<file path="src/rtl/sc_point_sequencer_pkg.sv">
// Shared types for the frog-point sequencer: state encoding,
// point-bank shift codes and lane drift directions.
package sc_point_pkg;

    typedef enum logic [3:0] {
        S_IDLE,
        S_INIT,
        S_PLAY,
        S_UP,
        S_DOWN,
        S_LEFT,
        S_RIGHT,
        S_DRIFT,
        S_WAIT_REL,
        S_DIE,
        S_GOAL,
        S_OVER
    } state_t;

    localparam logic [1:0] SHIFT_HOLD  = 2'b11;
    localparam logic [1:0] SHIFT_LEFT  = 2'b01;
    localparam logic [1:0] SHIFT_RIGHT = 2'b10;

    localparam logic [1:0] DRIFT_LEFT  = 2'b01;
    localparam logic [1:0] DRIFT_RIGHT = 2'b10;

    // Drift time only elapses while a round is actually being played.
    function automatic logic timer_run(state_t s);
        return s inside {S_PLAY, S_UP, S_DOWN, S_LEFT,
                         S_RIGHT, S_DRIFT, S_WAIT_REL};
    endfunction

endpackage

</file>
<file path="src/rtl/sc_point_sequencer_if.sv">
// Game-side bundle of the point sequencer: button/collision
// inputs toward the sequencer, point-bank commands and status back.
interface sc_point_sequencer_if;

    logic       start_InLow;
    logic       up_InLow;
    logic       down_InLow;
    logic       left_InLow;
    logic       right_InLow;
    logic       firstRow_InLow;
    logic       collision_InHigh;
    logic       goal_InHigh;
    logic [1:0] driftDir_In;

    logic       clear_OutLow;
    logic       load0_OutLow;
    logic       load1_OutLow;
    logic [1:0] shiftSel_Out;
    logic [1:0] lives_Out;
    logic [3:0] level_Out;
    logic       gameOver_OutHigh;

    modport master (
        input  start_InLow, up_InLow, down_InLow, left_InLow,
               right_InLow, firstRow_InLow, collision_InHigh,
               goal_InHigh, driftDir_In,
        output clear_OutLow, load0_OutLow, load1_OutLow,
               shiftSel_Out, lives_Out, level_Out, gameOver_OutHigh
    );

    modport slave (
        output start_InLow, up_InLow, down_InLow, left_InLow,
               right_InLow, firstRow_InLow, collision_InHigh,
               goal_InHigh, driftDir_In,
        input  clear_OutLow, load0_OutLow, load1_OutLow,
               shiftSel_Out, lives_Out, level_Out, gameOver_OutHigh
    );

endinterface

</file>
<file path="src/rtl/sc_point_sequencer_drifttimer.sv">
// Lane drift timer: free-running period counter with a one-deep
// pending flag that the sequencer consumes when it drifts the frog.
module sc_point_drifttimer
    import sc_point_pkg::*;
#(
    parameter int DRIFT_PERIOD = 25000000,
    parameter int DRIFT_W      = 25
) (
    input  logic SC_STATEMACHINEPOINT_CLOCK_50,
    input  logic SC_STATEMACHINEPOINT_RESET_InHigh,
    input  logic run,
    input  logic flush,
    input  logic service,
    output logic pending
);

    localparam logic [DRIFT_W-1:0] LAST = DRIFT_W'(DRIFT_PERIOD - 1);

    logic [DRIFT_W-1:0] count;
    logic               tick;

    assign tick = run && (count == LAST);

    // A tick arriving while one is still pending is dropped.
    always_ff @(posedge SC_STATEMACHINEPOINT_CLOCK_50
                or posedge SC_STATEMACHINEPOINT_RESET_InHigh) begin
        if (SC_STATEMACHINEPOINT_RESET_InHigh) begin
            count   <= '0;
            pending <= 1'b0;
        end else if (flush) begin
            count   <= '0;
            pending <= 1'b0;
        end else if (run) begin
            count <= tick ? '0 : count + 1'b1;
            if (pending) begin
                if (service) pending <= 1'b0;
            end else if (tick) begin
                pending <= 1'b1;
            end
        end
    end

endmodule

</file>
<file path="src/rtl/sc_point_sequencer.sv">
// Frog-point game controller: arbitrates the point-bank port between
// start/respawn, buttons, lane drift and goals; tracks lives and level.
module sc_point_sequencer
    import sc_point_pkg::*;
#(
    parameter int LIVES_INIT   = 3,
    parameter int DRIFT_PERIOD = 25000000,
    parameter int DRIFT_W      = 25
) (
    input  logic SC_STATEMACHINEPOINT_CLOCK_50,
    input  logic SC_STATEMACHINEPOINT_RESET_InHigh,
    sc_point_sequencer_if.master bus
);

    localparam logic [1:0] LIVES_LD = 2'(LIVES_INIT);

    state_t     state, state_nxt;
    logic [1:0] lives;
    logic [3:0] level;
    logic       pending;
    logic       run;
    logic       all_rel;

    assign run     = timer_run(state);
    assign all_rel = &{bus.start_InLow, bus.up_InLow, bus.down_InLow,
                       bus.left_InLow, bus.right_InLow};

    sc_point_drifttimer #(
        .DRIFT_PERIOD (DRIFT_PERIOD),
        .DRIFT_W      (DRIFT_W)
    ) u_timer (
        .SC_STATEMACHINEPOINT_CLOCK_50     (SC_STATEMACHINEPOINT_CLOCK_50),
        .SC_STATEMACHINEPOINT_RESET_InHigh (SC_STATEMACHINEPOINT_RESET_InHigh),
        .run     (run),
        .flush   (!run),
        .service (state == S_DRIFT),
        .pending (pending)
    );

    always_ff @(posedge SC_STATEMACHINEPOINT_CLOCK_50
                or posedge SC_STATEMACHINEPOINT_RESET_InHigh) begin
        if (SC_STATEMACHINEPOINT_RESET_InHigh) state <= S_IDLE;
        else                                   state <= state_nxt;
    end

    always_comb begin
        state_nxt = state;
        unique case (state)
            S_IDLE, S_OVER:
                if (!bus.start_InLow) state_nxt = S_INIT;
            S_INIT, S_UP, S_DOWN, S_LEFT, S_RIGHT, S_GOAL:
                state_nxt = S_WAIT_REL;
            S_DRIFT:
                state_nxt = S_PLAY;
            S_DIE:
                state_nxt = (lives == 2'd1) ? S_OVER : S_WAIT_REL;
            // A down press on the bottom row is swallowed outright.
            S_PLAY: begin
                if (bus.collision_InHigh)  state_nxt = S_DIE;
                else if (bus.goal_InHigh)  state_nxt = S_GOAL;
                else if (!bus.start_InLow) state_nxt = S_INIT;
                else if (!bus.up_InLow)    state_nxt = S_UP;
                else if (!bus.down_InLow) begin
                    if (bus.firstRow_InLow) state_nxt = S_DOWN;
                end
                else if (!bus.left_InLow)  state_nxt = S_LEFT;
                else if (!bus.right_InLow) state_nxt = S_RIGHT;
                else if (pending)          state_nxt = S_DRIFT;
            end
            S_WAIT_REL: begin
                if (bus.collision_InHigh) state_nxt = S_DIE;
                else if (bus.goal_InHigh) state_nxt = S_GOAL;
                else if (all_rel)         state_nxt = S_PLAY;
            end
            default:
                state_nxt = S_IDLE;
        endcase
    end

    always_comb begin
        bus.clear_OutLow     = 1'b1;
        bus.load0_OutLow     = 1'b1;
        bus.load1_OutLow     = 1'b1;
        bus.shiftSel_Out     = SHIFT_HOLD;
        bus.gameOver_OutHigh = 1'b0;
        unique case (state)
            S_INIT, S_DIE, S_GOAL: bus.clear_OutLow = 1'b0;
            S_UP:                  bus.load0_OutLow = 1'b0;
            S_DOWN:                bus.load1_OutLow = 1'b0;
            S_LEFT:                bus.shiftSel_Out = SHIFT_LEFT;
            S_RIGHT:               bus.shiftSel_Out = SHIFT_RIGHT;
            S_DRIFT:
                if (bus.driftDir_In == DRIFT_LEFT ||
                    bus.driftDir_In == DRIFT_RIGHT)
                    bus.shiftSel_Out = bus.driftDir_In;
            S_OVER:                bus.gameOver_OutHigh = 1'b1;
            default: ;
        endcase
    end

    always_ff @(posedge SC_STATEMACHINEPOINT_CLOCK_50
                or posedge SC_STATEMACHINEPOINT_RESET_InHigh) begin
        if (SC_STATEMACHINEPOINT_RESET_InHigh) begin
            lives <= 2'd0;
            level <= 4'd0;
        end else begin
            unique case (state)
                S_INIT: begin
                    lives <= LIVES_LD;
                    level <= 4'd0;
                end
                S_DIE:
                    if (lives != 2'd0) lives <= lives - 2'd1;
                S_GOAL:
                    if (level != 4'hF) level <= level + 4'd1;
                default: ;
            endcase
        end
    end

    assign bus.lives_Out = lives;
    assign bus.level_Out = level;

endmodule

</file>
<file path="src/flat_wrapper.sv">
// flat-port wrapper written by rule: the top's interface ports become plain ports
module sc_point_sequencer_flat import sc_point_pkg::*;
#(
    parameter int LIVES_INIT   = 3,
    parameter int DRIFT_PERIOD = 25000000,
    parameter int DRIFT_W      = 25
)
  (SC_STATEMACHINEPOINT_CLOCK_50, SC_STATEMACHINEPOINT_RESET_InHigh, bus_start_InLow, bus_up_InLow, bus_down_InLow, bus_left_InLow, bus_right_InLow, bus_firstRow_InLow, bus_collision_InHigh, bus_goal_InHigh, bus_driftDir_In, bus_clear_OutLow, bus_load0_OutLow, bus_load1_OutLow, bus_shiftSel_Out, bus_lives_Out, bus_level_Out, bus_gameOver_OutHigh);
  sc_point_sequencer_if bus_i ();
  input  logic SC_STATEMACHINEPOINT_CLOCK_50;
  input  logic SC_STATEMACHINEPOINT_RESET_InHigh;
  input wire logic [$bits(bus_i.start_InLow)-1:0] bus_start_InLow;
  input wire logic [$bits(bus_i.up_InLow)-1:0] bus_up_InLow;
  input wire logic [$bits(bus_i.down_InLow)-1:0] bus_down_InLow;
  input wire logic [$bits(bus_i.left_InLow)-1:0] bus_left_InLow;
  input wire logic [$bits(bus_i.right_InLow)-1:0] bus_right_InLow;
  input wire logic [$bits(bus_i.firstRow_InLow)-1:0] bus_firstRow_InLow;
  input wire logic [$bits(bus_i.collision_InHigh)-1:0] bus_collision_InHigh;
  input wire logic [$bits(bus_i.goal_InHigh)-1:0] bus_goal_InHigh;
  input wire logic [$bits(bus_i.driftDir_In)-1:0] bus_driftDir_In;
  output wire logic [$bits(bus_i.clear_OutLow)-1:0] bus_clear_OutLow;
  output wire logic [$bits(bus_i.load0_OutLow)-1:0] bus_load0_OutLow;
  output wire logic [$bits(bus_i.load1_OutLow)-1:0] bus_load1_OutLow;
  output wire logic [$bits(bus_i.shiftSel_Out)-1:0] bus_shiftSel_Out;
  output wire logic [$bits(bus_i.lives_Out)-1:0] bus_lives_Out;
  output wire logic [$bits(bus_i.level_Out)-1:0] bus_level_Out;
  output wire logic [$bits(bus_i.gameOver_OutHigh)-1:0] bus_gameOver_OutHigh;
  assign bus_i.start_InLow = bus_start_InLow;
  assign bus_i.up_InLow = bus_up_InLow;
  assign bus_i.down_InLow = bus_down_InLow;
  assign bus_i.left_InLow = bus_left_InLow;
  assign bus_i.right_InLow = bus_right_InLow;
  assign bus_i.firstRow_InLow = bus_firstRow_InLow;
  assign bus_i.collision_InHigh = bus_collision_InHigh;
  assign bus_i.goal_InHigh = bus_goal_InHigh;
  assign bus_i.driftDir_In = bus_driftDir_In;
  assign bus_clear_OutLow = bus_i.clear_OutLow;
  assign bus_load0_OutLow = bus_i.load0_OutLow;
  assign bus_load1_OutLow = bus_i.load1_OutLow;
  assign bus_shiftSel_Out = bus_i.shiftSel_Out;
  assign bus_lives_Out = bus_i.lives_Out;
  assign bus_level_Out = bus_i.level_Out;
  assign bus_gameOver_OutHigh = bus_i.gameOver_OutHigh;
  sc_point_sequencer #(.LIVES_INIT(LIVES_INIT), .DRIFT_PERIOD(DRIFT_PERIOD), .DRIFT_W(DRIFT_W)) u_core (.SC_STATEMACHINEPOINT_CLOCK_50(SC_STATEMACHINEPOINT_CLOCK_50), .SC_STATEMACHINEPOINT_RESET_InHigh(SC_STATEMACHINEPOINT_RESET_InHigh), .bus(bus_i));
endmodule
</file>
<file path="config.mk">
export PLATFORM = sky130hd
export DESIGN_NAME = sc_point_sequencer_flat
export DESIGN_NICKNAME = d
export VERILOG_FILES = /design/src/rtl/sc_point_sequencer_pkg.sv /design/src/rtl/sc_point_sequencer_if.sv /design/src/rtl/sc_point_sequencer_drifttimer.sv /design/src/rtl/sc_point_sequencer.sv /design/src/flat_wrapper.sv
export SDC_FILE = /design/constraint.sdc
export NUM_CORES = 1
export LEC_CHECK = 0
export CAP_MARGIN = 20
export CORE_ASPECT_RATIO = 0.7
export CORE_UTILIZATION = 31
export CTS_CLUSTER_SIZE = 14
export DETAILED_ROUTE_END_ITERATION = 10
export GPL_TIMING_DRIVEN = 0
export PLACE_DENSITY = 0.54
export SYNTH_ARGS = -nofsm -noshare
export SYNTH_HDL_FRONTEND = slang
export SYNTH_SLANG_ARGS = --single-unit
</file>
<file path="constraint.sdc">
create_clock -name SC_STATEMACHINEPOINT_CLOCK_50 -period 5.7 [get_ports SC_STATEMACHINEPOINT_CLOCK_50]
set_input_delay 1.14 -clock SC_STATEMACHINEPOINT_CLOCK_50 [delete_from_list [all_inputs] [get_ports SC_STATEMACHINEPOINT_CLOCK_50]]
set_output_delay 1.14 -clock SC_STATEMACHINEPOINT_CLOCK_50 [all_outputs]
set_load 0.05 [all_outputs]
</file>
==> run metrics <==
Setup Total Neg Slack=0 ns; class of the worst hold path=register to register; # rows=25; design area=2680 sq um; largest net degree at the start of global routing=37; Post-Route WL=5100 microns; Place WS=1.89 ns; Die Y=73.3 microns; Top Ports=24; die width=104 microns; leakage power=1.04 nW; fraction of layout cells with a size suffix above 1=13.0%; Clock Power Share=18.0%; hpwl dp=3730 microns; post-layout min period=3.80 ns; syn_area_per_cell=8.87 sq um; Synthesis Warnings=0; Initial Util=32.7%; clock latency on the worst-skew pair=0.28 ns; DR WL/cell=13.5 microns; Mapped Cells=254; CTS Buf Count=5; fraction of registers with async set/reset=100%; critical path class=input port to output port; H-Tree Level Count=2; Logic pwr share=47.9%; Post-synth top cells=36 x dfrtp_1, 22 x a21oi_1, 21 x nand2_1, 19 x o21ai_0, 15 x nand3_1; cts repair resizes=0; Filler Cells Inserted=730; Slew @ Worst Pin=0.942 ns; Overflow after GRT=0; Psw=0.000411 W; CP required=4.56 ns; GRT Util Overall=14.4%; DRC viols=0; Port-buffer cells=23; status=finished, final reports clean; Crit. End Element=output port; Internal=0.000537 W; most numerous cell in the Yosys netlist=dfrtp_1; Fmax=263 MHz; unrepaired setup endpoints after global routing=no; Clock Path Buffers=2; Worst EP arrival=2.66 ns; Diodes inserted=0; Peak VDD IR=171 uV; final setup fails=0; CTS Sinks=36; Reg power frac=34.1%; DRT iter0 DRCs=146; library cells used by synthesis=48; Worst Setup Slack, final=1.90 ns; NumNets Final=300; Top FF cell, synth=dfrtp_1; Slew HR=36.4%; Die Footprint=7620 sq um; area post-placement=2600 sq um; Post-Layout Cell Count=378; number of synthesized register bits=36; CTS root buf=clkbuf_8; initial antenna violation count=0; Synth area leader=dfrtp_1; post-synth top area share=40.0%; Pwr per Cell Area=354 nW/um^2; number of synthesized flops with an enable pin=0; period utilisation layout=66.7%; final core occ=38.9%; Max Transition Viols Final=0; post-synthesis net count=270; Via Count=1958; synth-to-layout area growth=18.9%; mapped cell area=2250 sq um; Placed Cells=371; final hold vios=0; first-pass GRT wire length=8710 microns; crit-path max FO=2; Startpoint Class=input port; Max Cap Violations=0; hold buffers post-CTS=0; TritonRoute pass-1 iters=4; Setup Buffers After CTS=0; register area share after synthesis=40.0%; core box area=6880 sq um; antenna viol nets, final=0; routability cong.=0.827; clock slew at reported path FFs=0.07 ns; Net Sw Frac=43.3%; synth top area cells=dfrtp_1 40%, a21oi_1 4.9%, o21ai_0 4.2%, nand2_1 3.5%, nand3_1 3.3%; Setup Skew=0.00524 ns; CTS tree=done; vias in the first global route=1798; vias per inst=5.18
[layout make-up]
cell class | count | area, sq um | share of cell area, %
multi-input combinational | 192 | 1230 | 45.8
sequential | 36 | 901 | 33.6
timing repair buffer | 23 | 230 | 8.59
tap | 94 | 118 | 4.39
buffer | 14 | 80.1 | 2.99
clock buffer | 6 | 72.6 | 2.71
inverter | 12 | 45.0 | 1.68
clock inverter | 1 | 5.00 | 0.187
[power by group through the flow]
stage / registers [W] / logic, W / clock network (W)
after floorplan: 0.000370 / 0.000284 / 0
after global placement: 0.000326 / 0.000456 / 0
after detailed placement: 0.000327 / 0.000454 / 0
after CTS: 0.000322 / 0.000457 / 0.000179
after global routing: 0.000329 / 0.000499 / 0.000192
final: 0.000323 / 0.000454 / 0.000171
[sequential cells by signal (all words and copies together) (netlist names)]
signal	cells
u_core.bus.level_Out	4
u_core.u_timer.count	25
u_core.u_timer.pending	1
u_core.state	4
u_core.bus.lives_Out	2
[worst max-delay path: stages]
cell and delay, ns:
clkdlybuf4s50_1 0.45, inv_1 0.04, a21oi_1 0.11, nand3b_1 0.11, clkdlybuf4s50_1 0.80
[stage by stage]
stage | power (W) | hold slack, ns
3_5_place_dp | 0.000782 | 0.490
3_3_place_gp | 0.000782 | 0.488
6_report | 0.000948 | 0.496
4_1_cts | 0.000958 | 0.496
2_1_floorplan | 0.000654 | 0.460
5_1_grt | 0.00102 | 0.532
[path summary, 6_finish.rpt]
| path | slack, ns | start | to | cells past startpoint |
|---|---|---|---|---|
| setup / recovery | 1.90 | bus_driftDir_In[0] | bus_shiftSel_Out[0] | 5 |
| hold / removal | 0.50 | u_core.u_timer.count[0] | u_core.u_timer.count[0] | 1 |
| setup reg to reg | 3.47 | u_core.u_timer.count[0] | u_core.u_timer.count[8] | 7 |
| hold reg to reg | 0.50 | u_core.u_timer.count[0] | u_core.u_timer.count[0] | 1 |
| max in group asynchronous | 3.89 | SC_STATEMACHINEPOINT_RESET_InHigh | u_core.u_timer.count[20] | 2 |
| min in group asynchronous | 1.32 | SC_STATEMACHINEPOINT_RESET_InHigh | u_core.bus.lives_Out[1] | 2 |
[layer usage]
metal,track usage [%],part of all wire (%),vias up
li1,-,-,976
met4,3.33,0.65,0
met3,3.99,5.0,2
met2,20.3,39,35
met5,0,0,-
met1,21.6,55,945
[logic make-up after synthesis]
| family | Yosys count | share of synthesized area (%) |
|---|---|---|
| AOI/OAI and AO/OA | 58 | 16.7 |
| xor gates and xnor gates | 11 | 4.28 |
| adders and majority gates | 4 | 2.22 |
| buffers and inverters | 26 | 5.55 |
| DFF | 36 | 40.0 |
| muxes | 3 | 1.44 |
| and+or+nand+nor | 116 | 29.8 |
[cells in the final DEF, fill, tap and decap left out, types with 3 or more instances in the layout]
master	netlist	layout
a21oi_1	22	22
and2_1	4	4
and3_1	5	5
and4_1	3	3
buf_2	3	3
buf_6	3	3
clkbuf_1	6	7
clkbuf_8	0	5
clkdlybuf4s50_1	0	23
dfrtp_1	36	36
ha_1	4	4
inv_1	12	11
nand2_1	21	21
nand2b_1	6	6
nand3_1	15	15
nand4_1	6	6
nor2_1	13	13
nor2_2	10	10
nor2b_1	4	4
nor3_1	3	3
nor4_1	3	3
nor4b_1	3	3
o21ai_0	19	19
o31ai_1	3	3
or3_1	8	8
or4_1	3	3
xnor2_1	4	4
xor2_1	7	7
(Power assumes the default switching activity.)
